## src/rtl/seq_match_fsm.sv

```systemverilog
// seq_match_fsm: programmable DEPTH-symbol sequence detector on a qualified
// symbol stream, with overlapping/non-overlapping match modes and a
// saturating match counter. q is a registered one-cycle pulse.
// Optional feature: define SEQ_CLEAR_EN to add a synchronous clear_i port.
module seq_match_fsm #(
  parameter int unsigned W     = 2,
  parameter int unsigned DEPTH = 4,
  parameter int unsigned CNT_W = 8
) (
  input  logic                         clk,
  input  logic                         reset,
`ifdef SEQ_CLEAR_EN
  input  logic                         clear_i,
`endif
  input  logic                         valid_i,
  input  logic [W-1:0]                 sym_i,
  input  logic [W*DEPTH-1:0]           pattern_i,
  input  logic                         overlap_i,
  output logic                         q,
  output logic [CNT_W-1:0]             match_cnt,
  output logic [$clog2(DEPTH+1)-1:0]   fill
);

  localparam int unsigned FW = $clog2(DEPTH + 1);
  localparam logic [FW-1:0] FULL = FW'(DEPTH);

  // MATCH is the only state with bit 1 set, so q comes straight off a flop.
  typedef enum logic [1:0] {
    S_FILLING = 2'b00,
    S_ARMED   = 2'b01,
    S_MATCH   = 2'b10
  } state_t;

  state_t               state_q;
  logic [W*DEPTH-1:0]   hist_q;
  logic [FW-1:0]        fill_q;
  logic [CNT_W-1:0]     cnt_q;

  logic [W*DEPTH-1:0]   shift_d;
  logic [FW-1:0]        fill_d;
  logic                 match_d;
  logic                 clr;

`ifdef SEQ_CLEAR_EN
  assign clr = clear_i;
`else
  assign clr = 1'b0;
`endif

  // Shifted window, saturating fill count and the combinational compare.
  always_comb begin
    shift_d = '0;
    for (int unsigned i = 0; i + 1 < DEPTH; i++) begin
      shift_d[i*W +: W] = hist_q[(i+1)*W +: W];
    end
    shift_d[(DEPTH-1)*W +: W] = sym_i;
    fill_d  = (fill_q == FULL) ? FULL : fill_q + 1'b1;
    match_d = valid_i && (fill_d == FULL) && (shift_d == pattern_i);
  end

  // Detector state, history, fill and counter; reset > clear > valid.
  always_ff @(posedge clk) begin
    if (reset || clr) begin
      state_q <= S_FILLING;
      hist_q  <= '0;
      fill_q  <= '0;
      cnt_q   <= '0;
    end else if (valid_i) begin
      hist_q <= shift_d;
      if (match_d) begin
        state_q <= S_MATCH;
        if (cnt_q != '1) cnt_q <= cnt_q + 1'b1;
        // With a single-symbol window restarting and staying full are the same.
        fill_q  <= (overlap_i || (DEPTH == 1)) ? FULL : '0;
      end else begin
        fill_q  <= fill_d;
        state_q <= (fill_d == FULL) ? S_ARMED : S_FILLING;
      end
    end else begin
      state_q <= (fill_q == FULL) ? S_ARMED : S_FILLING;
    end
  end

  assign q         = state_q[1];
  assign match_cnt = cnt_q;
  assign fill      = fill_q;

endmodule

```

## config.mk

```make
export PLATFORM = sky130hd
export DESIGN_NAME = seq_match_fsm
export DESIGN_NICKNAME = d
export VERILOG_FILES = /design/src/rtl/seq_match_fsm.sv
export SDC_FILE = /design/constraint.sdc
export NUM_CORES = 1
export LEC_CHECK = 0
export ABC_AREA = 1
export BUFFER_PORTS_ARGS = -buffer_cell sky130_fd_sc_hd__buf_4
export CORE_ASPECT_RATIO = 1.5
export CORE_MARGIN = 2
export CORE_UTILIZATION = 30
export CTS_CLUSTER_DIAMETER = 150
export DETAILED_ROUTE_END_ITERATION = 12
export GPL_TIMING_DRIVEN = 1
export HOLD_SLACK_MARGIN = 0.08
export MAX_ROUTING_LAYER = met4
export PLACE_DENSITY = 0.55
export SYNTH_ARGS = -nofsm -noshare
export SYNTH_HDL_FRONTEND = slang
export SYNTH_SLANG_ARGS = --single-unit
```

## constraint.sdc

```tcl
create_clock -name clk -period 1.8 [get_ports clk]
set_input_delay 0.54 -clock clk [delete_from_list [all_inputs] [get_ports clk]]
set_output_delay 0.54 -clock clk [all_outputs]
set_load 0.02 [all_outputs]
```

After elaboration in Yosys (flattened, before gate mapping)
Cells that the tools add are included.

storage, ports and cells
  output and inout bits = 12
  input bits = 14
  logic and storage cells = 20
  register bits after elaboration = 21

cells by class
  multiplexer cells = 7
  equal/unequal tests = 4
  reduce and logical (&&, ||, !) cells = 3
  add/sub/neg operators = 2

operator list
  cell                 count
  $mux 3               3
  $add 8x1->8 const B  1
  $eq 8x8->1           1
  $ne 8x8->1 const B   1
  $eq 3x3->1 const B   2
  $mux 2               2
  $add 3x1->3 const B  1
  $reduce_and 3->1     1
  $logic_and 1x1->1    2
  $mux 1               2

Logic depth before layout (Yosys ltp)
  depth in word-level cells = 7
  gate-level depth with buffers = 11
  gate-level depth less buffers = 11

Worst setup path after synthesis
Ideal clock, no wire load.

  path type = register -> register
  start = reg fill_q[0] (netlist: fill[0])
  end = reg cnt_q[6] (netlist: match_cnt[6])
  clock period less this slack = 1.645 ns
  data required time = 1.660 ns
  cell stages (with the launch flop) = 9
  arrival = 1.505 ns
  buffers on the path = 0
  setup slack = 0.155 ns
  library setup time = 0.140 ns
  cell sequence = dfxtp_1 -> inv_1 -> ha_1 -> a21oi_1 -> nand2_1 -> nor2_8 -> nand3_4 -> nand2_1 -> a21oi_2

on the way
  word-level cells in the longest chain between the ends = 6
  elaborated cells on any way between the ends = 7
  classes of those cells = add/sub (1); eq/ne (2); mux (1); reduce/logical (3)

RTL lines
  what                                              line  RTL
  start, declared                                   36    logic [FW-1:0] fill_q;
  start signal, assigned                            74    fill_q <= (overlap_i || (DEPTH == 1)) ? FULL : '0;
  start signal, assigned                            76    fill_q <= fill_d;
  $add 3x1->3 / $eq 3x3->1 (equally long branches)  57    fill_d = (fill_q == FULL) ? FULL : fill_q + 1'b1;
  $mux 3 *                                          57
  $eq 3x3->1 *                                      58    match_d = valid_i && (fill_d == FULL) && (shift_d == pattern_i);
  $logic_and 1x1->1 * (2 in a row)                  58
  $reduce_and 3->1 (no source line) *               n/a
  end signal, assigned                              72    if (cnt_q != '1) cnt_q <= cnt_q + 1'b1;
  end, declared                                     37    logic [CNT_W-1:0] cnt_q;

Mark *: on every way between the ends. The rest lies on a longest branch, timed or not.
A chain may end at the register's enable or synchronous reset.

Worst setup path after layout
Same ends and word-level chain as after synthesis.

==> metrics <==
HP Start=hist_q[6]$_SDFFE_PP0P_; antenna violations before repair=0; maxcap violations=0; Slew HR=0.8299; layout cells sized above 1=0.2414; post-CTS resize count=0; Via density=between 4 and 5; GPL Wtd Cong=roughly 0.82; clock buffer count from CTS=3; CP arrival=1.76 ns; Post-DRT Antenna Nets=0; share of power burned in registers=0.465; fin crit share=0.8948; global route overflow=0; sequential share of the synthesized area=0.3080; Clock Power Share=0.368; Area contributors post-synth=dfxtp_1, nand2_1, inv_1; Area Overhead vs Synth=24.71%; DIE HEIGHT=80.48 um; gr usage total=0.1386; crit start category=flip-flop; Worst Hold Class=flip-flop to flip-flop; synthesized area per cell=roughly 6.6 um2; kind of critical path=flip-flop to flip-flop; core footprint=0.003716 mm2; number of clock sinks=18; Initial Util=0.3148; status=completed; Max Slew Vio Count=0; Worst Path Required=~1.9 ns; die footprint=0.004425 mm2; crit path cell chain=inv_1 -> ha_1 -> a21oi_1 -> nand2_1 -> nor2_8 -> nand3_4 -> nand2_1 -> a21oi_2; Reg2Reg Depth=8; R2R Setup Slk=0.19 ns; Root Driver=clkbuf_8; ANT cells=0; P_leak=0.7261 nW; XOR/XNOR share of the synthesized area=0.02246; largest family of logic cells by synthesized area=simple AND/OR/NAND/NOR gates; global-route wire length before repair=4.409 mm; Netlist cell types=22; Mapped Area=0.001170 mm2; metal2 WL=1.254 mm; syn_nets=193; post-synth top area share=0.3080; largest area contributor in the netlist=dfxtp_1; slowest library cell on the worst path=dfxtp_1; Setup TNS=0 ns; commonest cells after routing, fill and taps aside=nand2_1, inv_1, buf_4; Worst Setup SP=fill[0]$_SDFFE_PP0P_; maximum VDD drop=0.2963 mV; CTS hold repair buffers=0; Layout Skew=0.002647 ns; drt pass-1 iters=4; met3 wire length=approximately 100 um; register bit total from synthesis=18; H-tree levels=1; RSZ-0062 raised after global routing=false; dpl hpwl=approximately 2 mm; CTS tree=done; die width=around 55 um; via count=1123; clock latency on the worst-skew pair=0.25 ns; setup violators final=0; power per cell area=626.0 mW/mm2; max layer used=met4; clk buf depth=2; P_int=0.0006680 W; largest net degree at the start of global routing=14; fmax=about 620 MHz; NumNets Final=about 220; critical path fanouts, max=9; simple-gate portion of the synthesized area=0.3722; final number of hold-violating endpoints=0; Synth Area in Compound Gates=0.1455; commonest non-fill, non-tap cell in the layout=nand2_1; Clock transition at path regs=0.07 ns; Boundary Pins=26; First DRT Iteration DRCs=37; routed length on met1=1.196 mm; Crit path top cell by count=nand2_1; yosys warns=0; # fillers=416; Syn Inst Count=176; I/O Buffers=25; CP endpoint kind=flip-flop; Period minus WS final=1.611 ns; Comb power frac=0.167; drt drc=0; Pwr Total=0.0009133 W; hold path depth=2; Routed WL=2.598 mm; worst reg2reg startpoint=fill[0]$_SDFFE_PP0P_; Least-Margin Pin Slew=0.2548 ns; Crit path largest cell delay=just under 0.4 ns; Cell Rows=27; Post-CTS Setup Bufs=0; number of global-route vias before repair=1073; multiplexer share of the synthesized area=0; Sw Ratio=0.2686; Synth Area in Adders=0.03209; Net Sw Power=0.0002453 W; routed len/inst=~11 um
[critical path: cells and delay by family (launching register included)]
kind | cells | cell delay (ns)
AND/OR/NAND/NOR | 4 | 0.55
flip-flops | 1 | 0.39
adder cells (fa/ha/maj) | 1 | 0.31
AO/OA/AOI/OAI | 2 | 0.16
buffers and inverters | 1 | 0.09
[cell families after synthesis]
logic type,after synthesis
XOR/XNOR,3
AO/OA/AOI/OAI,27
AND/OR/NAND/NOR,88
flip-flops,18
buffers and inverters,37
adder cells (fa/ha/maj),3
[state kept, by name (all words and copies together), names as in the netlist]
signal	cells
match_cnt	8
hist_q	6
fill	3
state_q	1
[final timing paths]
path	endpoint
setup reg to reg	match_cnt[6]$_SDFFE_PP0P_
setup / recovery	match_cnt[6]$_SDFFE_PP0P_
hold reg to reg	hist_q[4]$_SDFFE_PP0P_
hold / removal	hist_q[4]$_SDFFE_PP0P_
[per-stage QoR]
step / instances / area (um2) / utilization / hold slack [ns] / setup WS (ns)
floorplan: 176 / 1170 / - / 0.4567 / 0.1548
global placement: 242 / 1404 / 0.3778 / 0.4746 / 0.1534
detailed placement: 242 / 1404 / 0.3778 / 0.4755 / 0.1542
CTS: 246 / 1459 / 0.3926 / 0.4875 / 0.1694
global route: 246 / 1459 / 0.3926 / 0.4995 / 0.04526
finish: 246 / 1459 / 0.3926 / 0.4854 / 0.1893
[final cells by class]
cell class | instances | area, um2 | area share
Timing Repair Buffer | 25 | 187.7 | 0.1286
Multi-Input combinational cell | 121 | 669.4 | 0.4588
Tap cell | 43 | 53.80 | 0.03688
Sequential cell | 18 | 360.3 | 0.2470
Inverter | 35 | 132.6 | 0.09091
Clock buffer | 4 | 55.05 | 0.03774
[power by group through the flow]
| stage | sequential, W | clock, W | combinational [W] |
|---|---|---|---|
| floorplan | 0.000439 | 0 | 0.0000945 |
| CTS | 0.000425 | 0.000351 | 0.000155 |
| global route | 0.000427 | 0.000363 | 0.000176 |
| detailed placement | 0.000434 | 0 | 0.000155 |
| finish | 0.000425 | 0.000336 | 0.000152 |
| global placement | 0.000434 | 0 | 0.000156 |
[Yosys cell counts (all sizes together)]
| cell type | n |
|---|---|
| a211oi | 2 |
| inv | 34 |
| ha | 3 |
| buf | 1 |
| nand3 | 7 |
| nor2 | 16 |
| o21ai | 9 |
| nor3 | 1 |
| nand4 | 10 |
| clkbuf | 1 |
| dfxtp | 18 |
| nand2 | 54 |
| a21oi | 16 |
| xor2 | 3 |
| clkinv | 1 |
[layer usage]
layer / vias to the layer above / GRT usage
li1: 609 / -
met1: 493 / 0.1531
met2: 17 / 0.2369
met3: 4 / 0.02230
met4: 0 / 0.05854
met5: - / -
(Power assumes the default switching activity.)
